$ cat config.mk
export PLATFORM = sky130hd
export DESIGN_NAME = cordic_phase_discriminator
export DESIGN_NICKNAME = d
export VERILOG_FILES = /design/src/rtl/cordic_pkg.sv /design/src/rtl/cordic_pipe_reg.sv /design/src/rtl/cordic_phase_discriminator.sv
export SDC_FILE = /design/constraint.sdc
export NUM_CORES = 1
export LEC_CHECK = 0
export BUFFER_PORTS_ARGS = -buffer_cell sky130_fd_sc_hd__buf_2
export CORE_AREA = 2 2 145 112
export CTS_CLUSTER_DIAMETER = 80
export DETAILED_ROUTE_END_ITERATION = 6
export DIE_AREA = 0 0 147 114
export PLACE_DENSITY = 0.53
export SYNTH_ARGS = -nofsm -noshare
export SYNTH_HDL_FRONTEND = slang
export SYNTH_SLANG_ARGS = --single-unit
$ cat constraint.sdc
create_clock -name clk -period 4.7 [get_ports clk]
set_input_delay 0.705 -clock clk [delete_from_list [all_inputs] [get_ports clk]]
set_output_delay 0.705 -clock clk [all_outputs]
set_load 0.05 [all_outputs]
$ cat src/rtl/cordic_pkg.sv
// Shared angle types, turn constants and the rounding/saturating shift used by the
// CORDIC phase discriminator.
package cordic_pkg;

  localparam int ANGLE_W_DEFAULT = 32;
  localparam longint unsigned FULL_TURNS = 64'd1 << ANGLE_W_DEFAULT;
  localparam longint unsigned PI_TURNS   = 64'd1 << (ANGLE_W_DEFAULT - 1);

  typedef logic signed [ANGLE_W_DEFAULT-1:0] angle_t;

  typedef enum logic {
    ST_PRIME = 1'b0,
    ST_RUN   = 1'b1
  } disc_state_e;

  // diff arrives sign-extended to 64 bits, so adding the half-LSB can never wrap.
  // Only the positive side can exceed the output range: the most negative diff
  // shifts down to exactly -2^(out_w-1).
  function automatic logic signed [63:0] round_shift_sat(
    input logic signed [63:0] diff,
    input int                 s,
    input int                 out_w
  );
    logic signed [63:0] v;
    logic signed [63:0] lim;
    v = diff;
    if (s > 0) begin
      v = v + (64'sd1 <<< (s - 1));
    end
    v   = v >>> s;
    lim = (64'sd1 <<< (out_w - 1)) - 64'sd1;
    if (v > lim) begin
      v = lim;
    end
    return v;
  endfunction

endpackage

$ cat src/rtl/cordic_pipe_reg.sv
// Single-entry valid/ready register stage; accepts new data whenever it is empty
// or being drained in the same cycle.
module cordic_pipe_reg
  import cordic_pkg::*;
#(
  parameter int W = 17
) (
  input  logic         clk,
  input  logic         rst_n,
  input  logic         in_valid,
  output logic         in_ready,
  input  logic [W-1:0] in_data,
  output logic         out_valid,
  input  logic         out_ready,
  output logic [W-1:0] out_data
);

  logic         r_valid;
  logic [W-1:0] r_data;

  assign in_ready  = !r_valid || out_ready;
  assign out_valid = r_valid;
  assign out_data  = r_data;

  always_ff @(posedge clk or negedge rst_n) begin
    if (!rst_n) begin
      r_valid <= 1'b0;
      r_data  <= '0;
    end else if (in_valid && in_ready) begin
      r_valid <= 1'b1;
      r_data  <= in_data;
    end else if (out_ready) begin
      r_valid <= 1'b0;
    end
  end

endmodule

$ cat src/rtl/cordic_phase_discriminator.sv
// FM discriminator: wrapped phase step between consecutive samples with magnitude squelch.
// Optional transfer statistics ports out_cnt/sq_cnt under CORDIC_DISC_STATS_EN.
//   state    | meaning
//   ST_PRIME | no reference phase yet; next accepted sample only loads prev_theta
//   ST_RUN   | each accepted sample emits one dphase/squelch output
module cordic_phase_discriminator
  import cordic_pkg::*;
#(
  parameter int XY_W      = 16,
  parameter int ANGLE_W   = ANGLE_W_DEFAULT,
  parameter int OUT_W     = 16,
  parameter int SQ_THRESH = 1000,
  parameter int SQ_HOLD   = 2
) (
  input  logic               clk,
  input  logic               rst_n,
  input  logic               clear,
  input  logic               in_valid,
  output logic               in_ready,
  input  logic [XY_W-1:0]    mag,
  input  logic [ANGLE_W-1:0] theta,
  output logic               out_valid,
  input  logic               out_ready,
  output logic [OUT_W-1:0]   dphase,
  output logic               squelch
`ifdef CORDIC_DISC_STATS_EN
  ,
  output logic [31:0]        out_cnt,
  output logic [31:0]        sq_cnt
`endif
);

  localparam int S = ANGLE_W - OUT_W;

  disc_state_e        r_state;
  logic [ANGLE_W-1:0] r_prev_theta;
  logic [7:0]         r_hold_cnt;

  logic               w_accept;
  logic               w_push;
  logic [ANGLE_W-1:0] w_diff;
  logic [OUT_W-1:0]   w_dphase;
  logic               w_weak;
  logic               w_sq;
  logic [OUT_W:0]     w_push_data;
  logic [OUT_W:0]     w_out_data;

  assign w_accept = in_valid && in_ready;
  assign w_push   = w_accept && !clear && (r_state == ST_RUN);

  // Modular subtraction gives the wrapped difference; sign-extend before rounding.
  assign w_diff   = theta - r_prev_theta;
  assign w_dphase = OUT_W'(round_shift_sat({{(64-ANGLE_W){w_diff[ANGLE_W-1]}}, w_diff}, S, OUT_W));

  assign w_weak      = mag[XY_W-1] || (32'(mag) < 32'(SQ_THRESH));
  assign w_sq        = w_weak || (r_hold_cnt != 8'd0);
  assign w_push_data = {w_sq, (w_sq ? {OUT_W{1'b0}} : w_dphase)};

  always_ff @(posedge clk or negedge rst_n) begin
    if (!rst_n) begin
      r_state      <= ST_PRIME;
      r_prev_theta <= '0;
      r_hold_cnt   <= 8'd0;
    end else if (clear) begin
      // A sample accepted alongside clear becomes the new reference.
      r_hold_cnt <= 8'd0;
      if (w_accept) begin
        r_prev_theta <= theta;
        r_state      <= ST_RUN;
      end else begin
        r_state <= ST_PRIME;
      end
    end else if (w_accept) begin
      r_prev_theta <= theta;
      r_state      <= ST_RUN;
      if (r_state == ST_RUN) begin
        if (w_weak) begin
          r_hold_cnt <= 8'(SQ_HOLD);
        end else if (r_hold_cnt != 8'd0) begin
          r_hold_cnt <= r_hold_cnt - 8'd1;
        end
      end
    end
  end

  cordic_pipe_reg #(
    .W (OUT_W + 1)
  ) u_out_reg (
    .clk       (clk),
    .rst_n     (rst_n),
    .in_valid  (w_push),
    .in_ready  (in_ready),
    .in_data   (w_push_data),
    .out_valid (out_valid),
    .out_ready (out_ready),
    .out_data  (w_out_data)
  );

  assign squelch = w_out_data[OUT_W];
  assign dphase  = w_out_data[OUT_W-1:0];

`ifdef CORDIC_DISC_STATS_EN
  logic        w_xfer;
  logic [31:0] r_out_cnt;
  logic [31:0] r_sq_cnt;

  assign w_xfer  = out_valid && out_ready;
  assign out_cnt = r_out_cnt;
  assign sq_cnt  = r_sq_cnt;

  always_ff @(posedge clk or negedge rst_n) begin
    if (!rst_n) begin
      r_out_cnt <= 32'd0;
      r_sq_cnt  <= 32'd0;
    end else if (w_xfer) begin
      if (r_out_cnt != 32'hFFFF_FFFF) begin
        r_out_cnt <= r_out_cnt + 32'd1;
      end
      if (squelch && (r_sq_cnt != 32'hFFFF_FFFF)) begin
        r_sq_cnt <= r_sq_cnt + 32'd1;
      end
    end
  end
`endif

endmodule

**After elaboration in Yosys (flattened, before gate mapping)**

Index checks and enable logic that the tools add are counted.

- Register bits: 59
- Output and inout bits: 19
- Logic and storage cells: 37

- Add/sub/neg operators: 3
- $lt $le $gt $ge: 2
- Mux-type cells: 12
- Reductions and logical operators: 15

Operators with widths:

| kind | count |
|---|---|
| $mux 8 | 5 |
| $add 32x17->33 const B | 1 |
| $mux 16 | 2 |
| $sub 32x32->32 | 1 |
| $gt 17x16->1 const B | 1 |
| $lt 16x10->1 const B | 1 |
| $reduce_bool 8->1 | 1 |
| $sub 8x1->8 const B | 1 |
| $reduce_bool 2->1 | 3 |
| $mux 1 | 5 |
| $logic_and 1x1->1 | 4 |
| $logic_or 1x1->1 | 3 |
| $reduce_and 3->1 | 1 |
| $reduce_bool 3->1 | 1 |
| $logic_not 1->1 | 2 |

**Longest topological paths before layout**

- Word-level depth: 7
- Mapped depth: 15

**Modules after synthesis**

A second synthesis with hierarchy kept.

- Cell total of the unflattened synthesis: 485
- Area, all modules: 4,555.6 sq um

Modules (own cells, without submodules):

| module | times used | cells an instance | area an instance (sq um) | sequential area each (sq um) |
|---|---|---|---|---|
| cordic_phase_discriminator | 1 | 446 | 3,823.7 | 1,026.0 |
| cordic_pipe_reg | 1 | 39 | 732.0 | 450.4 |

**Worst setup path after synthesis**

Ideal clock, no wire load.

- Kind: input to register
- Start point: in theta[6]
- End point: reg u_out_reg.r_data[11] (netlist: u_out_reg.out_data[11])
- Arrival: 3,352 ps
- Required time: 4,574 ps
- Slack: 1,222 ps
- Stages on the path: 13
- Buffers on the path: 0
- Path through: ha_1 -> nand2_1 -> o22ai_2 -> a311oi_4 -> o311ai_0 -> nor2b_1 -> ha_1 -> inv_1 -> nor3_1 -> and4_1 -> and3b_1 -> xnor2_1 -> a221o_1

- Longest elaborated chain between the ends: 5

RTL lines:

| item | line | source |
|---|---|---|
| start, declared | cordic_phase_discriminator.sv:21 | `input logic [ANGLE_W-1:0] theta,` |
| $sub 32x32->32 (*) | cordic_phase_discriminator.sv:52 | `assign w_diff = theta - r_prev_theta;` |
| $add 32x17->33 (*) | cordic_pkg.sv:28 | `v = v + (64'sd1 <<< (s - 1));` |
| $gt 17x16->1 | cordic_pkg.sv:32 | `if (v > lim) begin` |
| $mux 16 (*) | cordic_pkg.sv:32 |  |
| $mux 16 (*) | cordic_phase_discriminator.sv:57 | `assign w_push_data = {w_sq, (w_sq ? {OUT_W{1'b0}} : w_dphase)};` |
| end signal, assigned | cordic_pipe_reg.sv:31 | `r_data <= in_data;` |
| end, declared | cordic_pipe_reg.sv:19 | `logic [W-1:0] r_data;` |

Mark *: on every way between the ends. The rest lies on a longest branch, timed or not.
A chain may end at the register's enable or synchronous reset.

**Final worst setup path**

- Start point: in theta[16]
- End point: reg u_out_reg.r_data[5] (netlist: u_out_reg.out_data[5])

The elaborated chain is that of the path after synthesis.

==> results.md <==
* DP Area at 5060 µm²
* PD cells at 416 nW/µm²
* Tcrit/Tclk final at 80.6%
* WL/cell at 13.9 µm
* Routability cong. at 0.867
* Cells after Synth at 552
* CTS Sinks at 59
* Synth unique cells at 69
* Critical path class: in -> reg
* HP Class: reg -> reg
* R2r setup slk at 1.05 ns
* Crit-path slowest cell: or4_4
* Delay of the slowest cell on the worst path at 0.51 ns
* Initial antenna violation count at 0
* Vias in the first global route at 3877
* Static leakage at 2.49 nW
* Die W at 147 µm
* Root Buffer: clkbuf_16
* Mapped Avg Cell Area at 8.18 µm²
* Worst-Margin Slew at 0.786 ns
* Reg-to-reg endpoint: u_out_reg.out_data[5]
* Slew HR at 47.6%
* Vias per Instance at 4.87
* # rows at 40
* CP Launch Type: input pin
* Post-Syn Nets at 637
* Share of cells above drive strength 1 at 18.3%
* First-pass GRT wire length at 19100 µm
* Final ANT Viol Nets at 0
* Peak supply drop at 174 µV
* Fmax at 264 MHz
* CP endpoint: u_out_reg.out_data[5]
* Core area at 15500 µm²
* Number of cells on the critical path at 12
* Leading cell type by number of instances after synthesis: nand2_1
* Post-synth EDFFs at 0
* Hold Vio Cnt, Final at 0
* Clk slew on worst S/H paths at 0.05 ns
* Fin util at 34.5%
* Synthesized cell area at 4510 µm²
* Clock Skew at 0.00827 ns
* Setup TNS at 0 ns
* Pin count of the biggest net entering global routing at 64
* Die area at 16800 µm²
* Crit. End Element: flop
* Slew Viols, Final at 0
* Iteration-0 DRC Markers at 225
* Longest Clk Path Bufs at 2
* Cell chain of the critical path: buf_2, ha_1, a21oi_1, o21ai_0, a21oi_1, o211a_1, o311ai_1, or4_4, nor4b_4, and4bb_1, o21ai_0, nand2_1
* Total gr overflow at 0
* Ports at 72
* Number of port buffers at 68
* Via count at 4058
* H-tree depth at 3
* Final setup viols at 0
* GRT Total Usage at 14.3%
* RSZ-0062 raised after global routing: false
* Cell taking the most area after synthesis: dfrtp_1
* CP required at 4.96 ns
* Post-CTS Setup Repair Bufs at 0
* Maxcap violations at 0
* DR pass1 iterations at 4
* Crit path arrival time at 4.05 ns
* Drt total wl at 11500 µm
* FF+latch count, synth at 59
* Post-Layout Inst Area at 5350 µm²
* CP Launch Point: theta[16]
* Top_reg_cell synth: dfrtp_1
* Run status: completed
* Detailed placement HPWL at 9070 µm
* R2R depth at 12
* Residual DRC at 0
* Worst path top cell family by delay: compound AO/OA/AOI/OAI gates
* Asr flop ratio synth at 100%
* Reg2reg start: r_prev_theta[16]
* Storage element area at 1480 µm²
* DIE HEIGHT at 114 µm
* FILL cells at 1635
* # diodes at 0
* Sequential fraction of the synthesis area at 32.7%
* Final min period at 3.79 ns
* Area grow syn2layout at 18.4%
* CTS tree: yes
* Synth area leaders: dfrtp_1 (33%), ha_1 (8.9%), nand2_1 (8.1%)
* CTS Buf Count at 9
* Initial Utilization at 29.1%
* Net count reported at finish at 703
* Hold Buf Count CTS at 0
* Yosys top cell area share at 32.7%
* Yosys warning count at 0
* Buf+Inv Stages, Crit Path at 1
* Worst-path fanout max at 12
* Skew-Pair Late Insertion Delay at 0.33 ns
* CTS resizes at 0
* Multi-input logic area at 2810 µm²
* Top cells by count, synth: nand2_1 (97), dfrtp_1 (59), o21ai_0 (55)
metrics by stage:
step,std cells,total power [mW],hold slack (ns),setup WS [ns]
floorplan,552,1.37,0.409,1.22
global placement,817,1.59,0.449,0.669
detailed placement,817,1.61,0.452,0.657
CTS,833,2.25,0.464,0.943
global route,833,2.39,0.495,0.615
finish,833,2.23,0.457,0.913
state kept, by name, indices dropped and copies added, names as in the netlist:
| signal | count |
|---|---|
| r_state | 1 |
| r_hold_cnt | 8 |
| r_prev_theta | 32 |
| u_out_reg.out_valid | 1 |
| u_out_reg.out_data | 17 |
logic make-up after synthesis:
| family | count (synthesis) | share of synthesized area, % |
|---|---|---|
| AO/OA/AOI/OAI | 176 | 26.5 |
| XOR/XNOR | 18 | 3.49 |
| adder cells (fa/ha/maj) | 32 | 8.87 |
| buffers and inverters | 57 | 5.02 |
| flip-flops | 59 | 32.7 |
| multiplexers | 5 | 1.16 |
| AND/OR/NAND/NOR | 205 | 22.2 |
where the power goes:
group | internal [mW] | total [mW] | switching (mW)
combinational | 0.334 | 0.976 | 0.642
sequential | 0.590 | 0.627 | 0.0369
clock | 0.383 | 0.623 | 0.239
total | 1.31 | 2.23 | 0.919
routing by layer:
metal  vias up  GRT usage, %  share of wire, %  wire, µm
met1      1839          20.9                54      6270
met5         -             0                 0         0
met2        98          20.8                39      4540
met4         0          4.10              0.98       113
li1       2109             -                 -         -
met3        12          3.76               5.3       615
worst min-delay path by stage:
stage	from	to	cells past startpoint
detailed placement	u_out_reg.out_data[5]	u_out_reg.out_data[5]	2
CTS	u_out_reg.out_data[5]	u_out_reg.out_data[5]	2
global route	u_out_reg.out_data[5]	u_out_reg.out_data[5]	2
finish	u_out_reg.out_data[5]	u_out_reg.out_data[5]	2
global placement	u_out_reg.out_data[5]	u_out_reg.out_data[5]	2
floorplan	rst_n	r_hold_cnt[0]	0
placed cells by master, fill, tap and decap left out, types with 4 or more instances in the layout:
master	count
nand2_1	97
buf_2	68
dfrtp_1	59
o21ai_0	55
inv_1	42
a21oi_1	42
ha_1	32
nor2_1	31
nor3_1	13
xnor2_1	12
a21o_1	11
nand3_1	9
clkbuf_16	9
and2_1	8
a211oi_1	8
nand4_1	7
o211ai_1	7
and3_1	6
nand2b_1	6
xor2_1	6
nor2b_1	5
o21a_1	5
or2_2	4
o2111ai_1	4
tightest hold or removal path, delay by kind of cell (launching register included):
| kind | cells | cell delay, ns |
|---|---|---|
| AND/OR/NAND/NOR | 2 | 0.10 |
| flip-flops | 1 | 0.33 |
layout make-up:
class / instances / area share [%]
Clock buffer: 12 / 4.80
Clock inverter: 4 / 0.468
Inverter: 42 / 2.95
Multi-Input combinational cell: 436 / 52.6
Sequential cell: 59 / 27.6
Tap cell: 210 / 4.92
Timing Repair Buffer: 70 / 6.65
Note: power is estimated with default switching activity, not from simulation.
